==> config.mk <==
export PLATFORM = sky130hd
export DESIGN_NAME = cache_ctrl_fsm_flat
export DESIGN_NICKNAME = d
export VERILOG_FILES = /design/src/rtl/cache_ctrl_fsm_if.sv /design/src/rtl/cache_ctrl_fsm.sv /design/src/flat_wrapper.sv
export SDC_FILE = /design/constraint.sdc
export NUM_CORES = 1
export LEC_CHECK = 0
export CAP_MARGIN = 10
export CORE_MARGIN = 3
export CORE_UTILIZATION = 40
export CTS_CLUSTER_SIZE = 40
export DETAILED_ROUTE_END_ITERATION = 10
export PLACE_DENSITY = 0.88
export SLEW_MARGIN = 10
export SYNTH_ARGS = -nofsm -noshare
export SYNTH_HDL_FRONTEND = slang
export SYNTH_SLANG_ARGS = --single-unit
==> constraint.sdc <==
create_clock -name clk -period 4.4 [get_ports clk]
set_input_delay 0.44 -clock clk [delete_from_list [all_inputs] [get_ports clk]]
set_output_delay 0.44 -clock clk [all_outputs]
set_load 0.01 [all_outputs]
==> src/rtl/cache_ctrl_fsm_if.sv <==
// Bus bundle for cache_ctrl_fsm: CPU request/response, cache-array access and memory port.
// The master modport is the environment side (CPU, arrays, memory); the slave modport is the controller.
interface cache_ctrl_fsm_if #(
   parameter int ADDR_W = 32,
   parameter int TAG_W  = 26,
   parameter int IDX_W  = 3,
   parameter int DATA_W = 8
);
   logic                  cpu_req_valid;
   logic                  cpu_req_ready;
   logic                  cpu_req_we;
   logic [ADDR_W-1:0]     cpu_req_addr;
   logic [DATA_W-1:0]     cpu_req_wdata;
   logic                  cpu_resp_valid;
   logic [DATA_W-1:0]     cpu_resp_rdata;
   logic [IDX_W-1:0]      arr_index;
   logic [TAG_W-1:0]      tag_rdata;
   logic                  valid_rdata;
   logic [DATA_W-1:0]     data_rdata;
   logic                  arr_write;
   logic [2**IDX_W-1:0]   line_sel;
   logic [TAG_W-1:0]      tag_wdata;
   logic [DATA_W-1:0]     data_wdata;
   logic                  valid_wdata;
   logic                  mem_req;
   logic                  mem_we;
   logic [ADDR_W-1:0]     mem_addr;
   logic [DATA_W-1:0]     mem_wdata;
   logic                  mem_ack;
   logic [DATA_W-1:0]     mem_rdata;

   modport master (
      output cpu_req_valid, cpu_req_we, cpu_req_addr, cpu_req_wdata,
             tag_rdata, valid_rdata, data_rdata, mem_ack, mem_rdata,
      input  cpu_req_ready, cpu_resp_valid, cpu_resp_rdata, arr_index,
             arr_write, line_sel, tag_wdata, data_wdata, valid_wdata,
             mem_req, mem_we, mem_addr, mem_wdata
   );

   modport slave (
      input  cpu_req_valid, cpu_req_we, cpu_req_addr, cpu_req_wdata,
             tag_rdata, valid_rdata, data_rdata, mem_ack, mem_rdata,
      output cpu_req_ready, cpu_resp_valid, cpu_resp_rdata, arr_index,
             arr_write, line_sel, tag_wdata, data_wdata, valid_wdata,
             mem_req, mem_we, mem_addr, mem_wdata
   );
endinterface

==> src/rtl/cache_ctrl_fsm.sv <==
// Controller for an 8-line direct-mapped write-through, no-write-allocate cache.
// Define CACHE_STATS_EN to add saturating hit_count/miss_count outputs.
module cache_ctrl_fsm #(
   parameter int ADDR_W = 32,
   parameter int TAG_W  = 26,
   parameter int IDX_W  = 3,
   parameter int DATA_W = 8
) (
   input  logic            clk,
   input  logic            reset,
   cache_ctrl_fsm_if.slave bus
`ifdef CACHE_STATS_EN
   ,
   output logic [15:0]     hit_count,
   output logic [15:0]     miss_count
`endif
);
   localparam int LINES = 2**IDX_W;

   typedef enum logic [2:0] {
      S_IDLE, S_COMPARE, S_MEM_READ, S_REFILL, S_MEM_WRITE, S_RESPOND
   } state_t;

   state_t              state_q, state_d;
   logic [ADDR_W-1:0]   addr_q, addr_d;
   logic [DATA_W-1:0]   wdata_q, wdata_d;
   logic                we_q, we_d;
   logic [DATA_W-1:0]   rdata_q, rdata_d;

   logic [TAG_W-1:0]    req_tag;
   logic [IDX_W-1:0]    req_idx;
   logic [LINES-1:0]    req_onehot;
   logic                hit;

   logic                ready;
   logic                resp_valid;
   logic [DATA_W-1:0]   resp_rdata;
   logic                arr_write;
   logic [LINES-1:0]    line_sel;
   logic [TAG_W-1:0]    tag_wdata;
   logic [DATA_W-1:0]   data_wdata;
   logic                valid_wdata;
   logic                mem_req;
   logic                mem_we;
   logic [DATA_W-1:0]   mem_wdata;

   assign req_tag    = addr_q[ADDR_W-1 -: TAG_W];
   assign req_idx    = addr_q[IDX_W+2:3];
   assign req_onehot = {{(LINES-1){1'b0}}, 1'b1} << req_idx;
   assign hit        = bus.valid_rdata && (bus.tag_rdata == req_tag);

   always_ff @(posedge clk or posedge reset) begin
      if (reset) begin
         state_q <= S_IDLE;
         addr_q  <= '0;
         wdata_q <= '0;
         we_q    <= 1'b0;
         rdata_q <= '0;
      end else begin
         state_q <= state_d;
         addr_q  <= addr_d;
         wdata_q <= wdata_d;
         we_q    <= we_d;
         rdata_q <= rdata_d;
      end
   end

   // rdata_q carries the hit data, the refill data, or the store data echoed back.
   always_comb begin
      state_d = state_q;
      addr_d  = addr_q;
      wdata_d = wdata_q;
      we_d    = we_q;
      rdata_d = rdata_q;
      case (state_q)
         S_IDLE: begin
            if (bus.cpu_req_valid) begin
               addr_d  = bus.cpu_req_addr;
               wdata_d = bus.cpu_req_wdata;
               we_d    = bus.cpu_req_we;
               state_d = S_COMPARE;
            end
         end
         S_COMPARE: begin
            if (we_q) begin
               rdata_d = wdata_q;
               state_d = S_MEM_WRITE;
            end else if (hit) begin
               rdata_d = bus.data_rdata;
               state_d = S_RESPOND;
            end else begin
               state_d = S_MEM_READ;
            end
         end
         S_MEM_READ: begin
            if (bus.mem_ack) begin
               rdata_d = bus.mem_rdata;
               state_d = S_REFILL;
            end
         end
         S_REFILL:    state_d = S_RESPOND;
         S_MEM_WRITE: if (bus.mem_ack) state_d = S_RESPOND;
         S_RESPOND:   state_d = S_IDLE;
         default:     state_d = S_IDLE;
      endcase
   end

   // Write-side outputs are zeroed outside their strobe so line_sel never leaks a decode.
   always_comb begin
      ready       = 1'b0;
      resp_valid  = 1'b0;
      resp_rdata  = '0;
      arr_write   = 1'b0;
      line_sel    = '0;
      tag_wdata   = '0;
      data_wdata  = '0;
      valid_wdata = 1'b0;
      mem_req     = 1'b0;
      mem_we      = 1'b0;
      mem_wdata   = '0;
      case (state_q)
         S_IDLE: ready = 1'b1;
         S_COMPARE: begin
            if (we_q && hit) begin
               arr_write   = 1'b1;
               line_sel    = req_onehot;
               tag_wdata   = req_tag;
               data_wdata  = wdata_q;
               valid_wdata = 1'b1;
            end
         end
         S_MEM_READ: mem_req = 1'b1;
         S_REFILL: begin
            arr_write   = 1'b1;
            line_sel    = req_onehot;
            tag_wdata   = req_tag;
            data_wdata  = rdata_q;
            valid_wdata = 1'b1;
         end
         S_MEM_WRITE: begin
            mem_req   = 1'b1;
            mem_we    = 1'b1;
            mem_wdata = wdata_q;
         end
         S_RESPOND: begin
            resp_valid = 1'b1;
            resp_rdata = rdata_q;
         end
         default: ;
      endcase
   end

   assign bus.cpu_req_ready  = ready;
   assign bus.cpu_resp_valid = resp_valid;
   assign bus.cpu_resp_rdata = resp_rdata;
   assign bus.arr_index      = req_idx;
   assign bus.arr_write      = arr_write;
   assign bus.line_sel       = line_sel;
   assign bus.tag_wdata      = tag_wdata;
   assign bus.data_wdata     = data_wdata;
   assign bus.valid_wdata    = valid_wdata;
   assign bus.mem_req        = mem_req;
   assign bus.mem_we         = mem_we;
   assign bus.mem_addr       = addr_q;
   assign bus.mem_wdata      = mem_wdata;

`ifdef CACHE_STATS_EN
   logic [15:0] hit_cnt_q, hit_cnt_d;
   logic [15:0] miss_cnt_q, miss_cnt_d;

   always_comb begin
      hit_cnt_d  = hit_cnt_q;
      miss_cnt_d = miss_cnt_q;
      if (state_q == S_COMPARE) begin
         if (hit && (hit_cnt_q != 16'hFFFF))
            hit_cnt_d = hit_cnt_q + 16'd1;
         if (!hit && (miss_cnt_q != 16'hFFFF))
            miss_cnt_d = miss_cnt_q + 16'd1;
      end
   end

   always_ff @(posedge clk or posedge reset) begin
      if (reset) begin
         hit_cnt_q  <= '0;
         miss_cnt_q <= '0;
      end else begin
         hit_cnt_q  <= hit_cnt_d;
         miss_cnt_q <= miss_cnt_d;
      end
   end

   assign hit_count  = hit_cnt_q;
   assign miss_count = miss_cnt_q;
`endif
endmodule
==> src/flat_wrapper.sv <==
// flat-port wrapper written by rule: the top's interface ports become plain ports
module cache_ctrl_fsm_flat 
#(
   parameter int ADDR_W = 32,
   parameter int TAG_W  = 26,
   parameter int IDX_W  = 3,
   parameter int DATA_W = 8
)
  (clk, reset, bus_cpu_req_valid, bus_cpu_req_we, bus_cpu_req_addr, bus_cpu_req_wdata, bus_tag_rdata, bus_valid_rdata, bus_data_rdata, bus_mem_ack, bus_mem_rdata, bus_cpu_req_ready, bus_cpu_resp_valid, bus_cpu_resp_rdata, bus_arr_index, bus_arr_write, bus_line_sel, bus_tag_wdata, bus_data_wdata, bus_valid_wdata, bus_mem_req, bus_mem_we, bus_mem_addr, bus_mem_wdata);
  cache_ctrl_fsm_if #(.ADDR_W(ADDR_W), .TAG_W(TAG_W), .IDX_W(IDX_W), .DATA_W(DATA_W)) bus_i ();
  input  logic clk;
  input  logic reset;
  input wire logic [$bits(bus_i.cpu_req_valid)-1:0] bus_cpu_req_valid;
  input wire logic [$bits(bus_i.cpu_req_we)-1:0] bus_cpu_req_we;
  input wire logic [$bits(bus_i.cpu_req_addr)-1:0] bus_cpu_req_addr;
  input wire logic [$bits(bus_i.cpu_req_wdata)-1:0] bus_cpu_req_wdata;
  input wire logic [$bits(bus_i.tag_rdata)-1:0] bus_tag_rdata;
  input wire logic [$bits(bus_i.valid_rdata)-1:0] bus_valid_rdata;
  input wire logic [$bits(bus_i.data_rdata)-1:0] bus_data_rdata;
  input wire logic [$bits(bus_i.mem_ack)-1:0] bus_mem_ack;
  input wire logic [$bits(bus_i.mem_rdata)-1:0] bus_mem_rdata;
  output wire logic [$bits(bus_i.cpu_req_ready)-1:0] bus_cpu_req_ready;
  output wire logic [$bits(bus_i.cpu_resp_valid)-1:0] bus_cpu_resp_valid;
  output wire logic [$bits(bus_i.cpu_resp_rdata)-1:0] bus_cpu_resp_rdata;
  output wire logic [$bits(bus_i.arr_index)-1:0] bus_arr_index;
  output wire logic [$bits(bus_i.arr_write)-1:0] bus_arr_write;
  output wire logic [$bits(bus_i.line_sel)-1:0] bus_line_sel;
  output wire logic [$bits(bus_i.tag_wdata)-1:0] bus_tag_wdata;
  output wire logic [$bits(bus_i.data_wdata)-1:0] bus_data_wdata;
  output wire logic [$bits(bus_i.valid_wdata)-1:0] bus_valid_wdata;
  output wire logic [$bits(bus_i.mem_req)-1:0] bus_mem_req;
  output wire logic [$bits(bus_i.mem_we)-1:0] bus_mem_we;
  output wire logic [$bits(bus_i.mem_addr)-1:0] bus_mem_addr;
  output wire logic [$bits(bus_i.mem_wdata)-1:0] bus_mem_wdata;
  assign bus_i.cpu_req_valid = bus_cpu_req_valid;
  assign bus_i.cpu_req_we = bus_cpu_req_we;
  assign bus_i.cpu_req_addr = bus_cpu_req_addr;
  assign bus_i.cpu_req_wdata = bus_cpu_req_wdata;
  assign bus_i.tag_rdata = bus_tag_rdata;
  assign bus_i.valid_rdata = bus_valid_rdata;
  assign bus_i.data_rdata = bus_data_rdata;
  assign bus_i.mem_ack = bus_mem_ack;
  assign bus_i.mem_rdata = bus_mem_rdata;
  assign bus_cpu_req_ready = bus_i.cpu_req_ready;
  assign bus_cpu_resp_valid = bus_i.cpu_resp_valid;
  assign bus_cpu_resp_rdata = bus_i.cpu_resp_rdata;
  assign bus_arr_index = bus_i.arr_index;
  assign bus_arr_write = bus_i.arr_write;
  assign bus_line_sel = bus_i.line_sel;
  assign bus_tag_wdata = bus_i.tag_wdata;
  assign bus_data_wdata = bus_i.data_wdata;
  assign bus_valid_wdata = bus_i.valid_wdata;
  assign bus_mem_req = bus_i.mem_req;
  assign bus_mem_we = bus_i.mem_we;
  assign bus_mem_addr = bus_i.mem_addr;
  assign bus_mem_wdata = bus_i.mem_wdata;
  cache_ctrl_fsm #(.ADDR_W(ADDR_W), .TAG_W(TAG_W), .IDX_W(IDX_W), .DATA_W(DATA_W)) u_core (.clk(clk), .reset(reset), .bus(bus_i));
endmodule
; Yosys cells after proc, flatten, opt, wreduce, memory -nomap -nowiden
; Cells that the tools add are included.
[totals]
ff_bits = 52
latch_bits = 0
ramBits = 0
romBits = 0
inputBits = 88
output_inout_bits = 99
elab_cells = 48
memories = 0
[classes]
add_sub_neg = 0
mul = 0
n_div = 0
order_cmp = 0
n_eq_ne = 10
shift = 1
mux = 24
n_bitwise = 0
reduce_logical = 8
[ops]
columns = operator, count
row1 = $mux 8, 7
row2 = $pmux 26 s2, 1
row3 = $pmux 8 s2, 3
row4 = $eq 26x26->1, 1
row5 = $mux 26, 1
row6 = $mux 3, 5
row7 = $pmux 3 s5, 1
row8 = $shl 1x3->8 const A, 1
row9 = $eq 3x2->1 const B, 2
row10 = $eq 3x3->1 const B, 2
row11 = $ne 2x2->1 const B, 3
row12 = $reduce_and 3->1, 2
row13 = $mux 1, 5
row14 = $eq 3x1->1 const B, 1
row15 = $logic_not 3->1, 1
row16 = $ne 3x1->1 const B, 1
row17 = $logic_and 1x1->1, 2
row18 = $pmux 1 s2, 1
row19 = $reduce_and 2->1, 1
row20 = $reduce_bool 2->1, 1
row21 = $reduce_or 2->1, 1

; Depth between registers and ports, before layout
[logic_depth]
word_depth = 5
ltp_mapped = 7
ltp_nobuf = 5

; Worst setup path before layout
; Ideal clock, no wire load.
[synth_timing]
path_kind = register to output
startpoint = register u_core.addr_q[27] (netlist: u_core.bus.mem_addr[27])
endpoint = output port bus_valid_wdata
arrival_time_ps = 1986
t_required_ps = 3960
setup_slack_ps = 1974
path_stages_with_launch = 8
path_buffers = 2
cell_sequence = dfrtp_1 -> xnor2_1 -> nand4_1 -> nor4_4 -> a31oi_4 -> buf_2 -> nor2_1 -> buf_4
[synth_between]
elab_chain_len = 5
[synth_lines]
columns = item, line_no
row1 = start: declaration, cache_ctrl_fsm.sv:25  ; logic [ADDR_W-1:0] addr_q, addr_d;
row2 = start signal: assignment, cache_ctrl_fsm.sv:61  ; addr_q <= addr_d;
row3 = $eq 26x26->1, cache_ctrl_fsm.sv:50  ; assign hit = bus.valid_rdata && (bus.tag_rdata == req_tag);
row4 = $logic_and 1x1->1, cache_ctrl_fsm.sv:50
row5 = $logic_and 1x1->1, cache_ctrl_fsm.sv:124  ; if (we_q && hit) begin
row6 = $mux 1, --
row7 = $pmux 1 s2, --
row8 = end: declaration, flat_wrapper.sv:30  ; output wire logic [$bits(bus_i.valid_wdata)-1:0] bus_valid_wdata;
; No other way between the ends.

; Final worst setup path
[layout_timing]
startpoint = input port bus_tag_rdata[25]
endpoint = output port bus_line_sel[5]
[layout_between]
elab_chain_len = 5
[layout_lines]
columns = item, line_no
row1 = start: declaration, flat_wrapper.sv:17  ; input wire logic [$bits(bus_i.tag_rdata)-1:0] bus_tag_rdata;
row2 = $eq 26x26->1, cache_ctrl_fsm.sv:50
row3 = $logic_and 1x1->1, cache_ctrl_fsm.sv:50
row4 = $logic_and 1x1->1, cache_ctrl_fsm.sv:124
row5 = $mux 8, cache_ctrl_fsm.sv:124
row6 = $pmux 8 s2, cache_ctrl_fsm.sv:121  ; case (state_q)
row7 = end: declaration, flat_wrapper.sv:27  ; output wire logic [$bits(bus_i.line_sel)-1:0] bus_line_sel;
; No other way between the ends.

==> Implementation_results.wiki <==
{| class="wikitable"
! Metric !! Value
|-
| Data required time of the worst path || 3.96 ns
|-
| Final Max Tran Viols || 0
|-
| Initial core utilization || 0.422
|-
| Highest Signal Layer || met4
|-
| Post-CTS sizing || 0
|-
| Largest fanout of any net on the critical path || 35
|-
| Worst slack after detailed placement || 0.621 ns
|-
| Netlist cell types || 33
|-
| Clock tree sinks || 52
|-
| Synthesized flop and latch total || 52
|-
| Detailed-route DRC error count || 0
|-
| Worst vdd rail ir drop || 0.341 mV
|-
| Length of routed wiring on met1 || 3.88 mm
|-
| Root Driver || sky130_fd_sc_hd__clkbuf_8
|-
| Cell with the most instances after synthesis || sky130_fd_sc_hd__dfrtp_1
|-
| Area inside the core boundary || 7410 um2
|-
| Warning count from the yosys run || 0
|-
| Grt total ovfl || 0
|-
| Number of nets with antenna violations after detailed routing || 0
|-
| Die Ht || 94.4 um
|-
| Type of the setup path with the least slack || in2out
|-
| Worst Hold Margin || 0.391 ns
|-
| Slack of the critical path || 0.630 ns
|-
| Detailed-router iteration count before antenna repair || 5
|-
| Power per standard cell area || 610 nW/um2
|-
| CTS tree || yes
|-
| Startpoint class of the critical path || primary input
|-
| Time the worst path needs with I/O delays and setup || 3.77 ns
|-
| Endpoint of the worst-slack reg-to-reg timing path || u_core.wdata_q[7]
|-
| # setup viols final || 0
|-
| Worst Reg2Reg Path Length in Cells || 3
|-
| Clock-pin slew on the worst setup and hold paths || 0.10 ns
|-
| Static leakage || 1.96 nW
|-
| Layout Area Growth over Synthesis || 64.5%
|-
| Max-slew headroom at the worst pin || 0.326
|-
| Post-synthesis cell area || 3120 um2
|-
| Number of buffers added by the clock tree synthesis step || 5
|-
| Number of filler instances in the final layout || 577
|-
| Synth Instances || 323
|-
| Routed wl met3 || 739 um
|-
| Leading cell types by count after synthesis || sky130_fd_sc_hd__dfrtp_1 (52), sky130_fd_sc_hd__mux2_2 (49), sky130_fd_sc_hd__nand2_1 (45)
|-
| Number of endpoints with negative hold slack in the final report || 0
|-
| Via count of the first global-routing pass || 3032
|-
| Gpl congestion || 0.870
|-
| Worst-Skew Late Latency || 0.31 ns
|-
| Setup repair after global routing missed its margin || false
|-
| Number of antenna cells inserted || 0
|-
| Count of buffers from port buffering || 186
|-
| Actual slew at the worst max-slew pin || 1.01 ns
|-
| Result of the run || finished, final reports clean
|-
| Clock tree skew after final layout || 0.0103 ns
|-
| Slack of the worst reg-to-reg path || 2.03 ns
|-
| Post-CTS Hold Fix Bufs || 0
|-
| Leading area contributor after synthesis || sky130_fd_sc_hd__dfrtp_1
|-
| Avg Vias per Cell || 5.06
|-
| First-pass GRT wire length || 15.7 mm
|-
| Endpoint arrival time on the critical path || 3.33 ns
|-
| Worst Hold Class || in2async
|-
| Predominant post-synthesis flop cell || sky130_fd_sc_hd__dfrtp_1
|-
| Share of the yosys chip area belonging to registers || 0.416
|-
| Count of placed standard cells in the final layout, fillers left out || 593
|-
| Setup TNS || 0 ns
|-
| Count of vias placed by the detailed router || 3002
|-
| Clk buf depth || 2
|-
| Initial antenna violation count || 0
|-
| Max Clk Rate || 265 MHz
|-
| Share of the clock period used by the worst path || 0.857
|-
| Number of rows in the core area || 31
|-
| HPWL after DPL || 7.65 mm
|-
| Dominant cells by area after synthesis || sky130_fd_sc_hd__dfrtp_1 (42%), sky130_fd_sc_hd__mux2_2 (18%), sky130_fd_sc_hd__xnor2_1 (7.3%), sky130_fd_sc_hd__nand2_1 (5.4%), sky130_fd_sc_hd__nor2_1 (4.0%)
|-
| Worst Setup End Kind || output pin
|-
| Proportion of netlist area held by the largest area contributor || 0.416
|-
| Detail Route met2 WL || 5.12 mm
|-
| Post-detailed-routing wire length || 10.0 mm
|-
| FFs w/ async S/R, synth || 1.00
|-
| Max cap viols || 0
|-
| Deepest level of the CTS H-tree || 2
|-
| Count of boundary I/O pins || 187
|-
| Post-Synthesis Net Count || 411
|-
| Total design power || 3.14 mW
|-
| Placed instance count || 584
|-
| Number of flops mapped to enable cells by yosys || 0
|-
| Final net count || 581
|-
| Drt first-iter violations || 116
|-
| Post-CTS setup buffer count || 0
|-
| Avg Inst Size Synth || 9.67 um2
|-
| Wire per inst || 16.9 um
|-
| Global-route usage over all layers || 0.226
|-
| Largest net degree at the start of global routing || 53
|-
| Worst r2r src || u_core.state_q[1]
|-
| Share of final-layout standard cells stronger than drive strength 1 || 0.140
|-
| Die X || 94.4 um
|-
| Die Footprint || 8910 um2
|}
[worst max-delay path: stages]
cell                              delay, ns
sky130_fd_sc_hd__clkdlybuf4s50_1       0.48
sky130_fd_sc_hd__xnor2_1               0.12
sky130_fd_sc_hd__nand4_1               0.21
sky130_fd_sc_hd__nor4_4                0.57
sky130_fd_sc_hd__a31oi_4               0.46
sky130_fd_sc_hd__nor4b_1               0.44
sky130_fd_sc_hd__clkdlybuf4s50_1       0.60
[report_power, final]
| group | total, mW | internal, mW | switching (mW) |
|---|---|---|---|
| logic | 1.71 | 1.00 | 0.711 |
| registers | 1.07 | 0.723 | 0.348 |
| clock network | 0.352 | 0.186 | 0.166 |
| total | 3.14 | 1.91 | 1.23 |
[layout make-up]
cell class	count	area, um2	share of cell area
clock inverter	2	38.8	0.00755
sequential	52	1300	0.253
multi-input combinational	243	1690	0.328
clock buffer	6	82.6	0.0161
inverter	2	7.51	0.00146
tap	99	124	0.0241
timing repair buffer	189	1900	0.369
[per-stage QoR]
stage	instance area, um2	utilization
floorplan	3120	-
global placement	5000	0.675
detailed placement	5000	0.675
CTS	5120	0.691
global route	5140	0.694
finish	5140	0.694
[routing by layer]
layer / track usage / vias to the layer above
met2: 0.387 / 122
li1: - / 1429
met1: 0.282 / 1432
met3: 0.0518 / 19
met4: 0.0770 / 0
met5: 0 / -
[state kept, by name, summed over array words and instances, names as in the netlist]
name and flops:
u_core.bus.mem_addr 32, u_core.rdata_q 8, u_core.wdata_q 8, u_core.state_q 3, u_core.we_q 1
[logic make-up after synthesis]
group / count (synthesis) / share of synthesized area
AND/OR/NAND/NOR: 133 / 0.208
multiplexers: 57 / 0.202
flip-flops: 52 / 0.417
buffers and inverters: 28 / 0.0445
AO/OA/AOI/OAI: 27 / 0.0557
XOR/XNOR: 26 / 0.0729
[layout by cell type, fill, tap and decap left out, types with 2 or more instances in the layout]
master / synthesis / final
sky130_fd_sc_hd__a21oi_1: 5 / 5
sky130_fd_sc_hd__a31oi_4: 2 / 2
sky130_fd_sc_hd__and2_1: 10 / 9
sky130_fd_sc_hd__and3_1: 8 / 8
sky130_fd_sc_hd__buf_4: 4 / 2
sky130_fd_sc_hd__clkbuf_8: 0 / 6
sky130_fd_sc_hd__clkdlybuf4s50_1: 0 / 186
sky130_fd_sc_hd__dfrtp_1: 52 / 52
sky130_fd_sc_hd__mux2_2: 49 / 49
sky130_fd_sc_hd__mux2i_1: 8 / 8
sky130_fd_sc_hd__nand2_1: 45 / 45
sky130_fd_sc_hd__nand3_1: 11 / 11
sky130_fd_sc_hd__nand4_1: 6 / 6
sky130_fd_sc_hd__nor2_1: 33 / 33
sky130_fd_sc_hd__nor3_1: 5 / 5
sky130_fd_sc_hd__nor3b_1: 4 / 4
sky130_fd_sc_hd__o21ai_0: 18 / 18
sky130_fd_sc_hd__xnor2_1: 26 / 26
[worst max path at each step]
stage | startpoint | to | depth (start not counted)
CTS | bus_tag_rdata[25] | bus_line_sel[5] | 7
detailed placement | bus_tag_rdata[25] | bus_line_sel[5] | 7
floorplan | u_core.bus.mem_addr[27] | bus_valid_wdata | 7
finish | bus_tag_rdata[25] | bus_line_sel[5] | 7
global route | bus_tag_rdata[21] | bus_line_sel[5] | 7
global placement | bus_tag_rdata[11] | bus_line_sel[5] | 7
No activity file was read; power rests on OpenSTA's default activity.
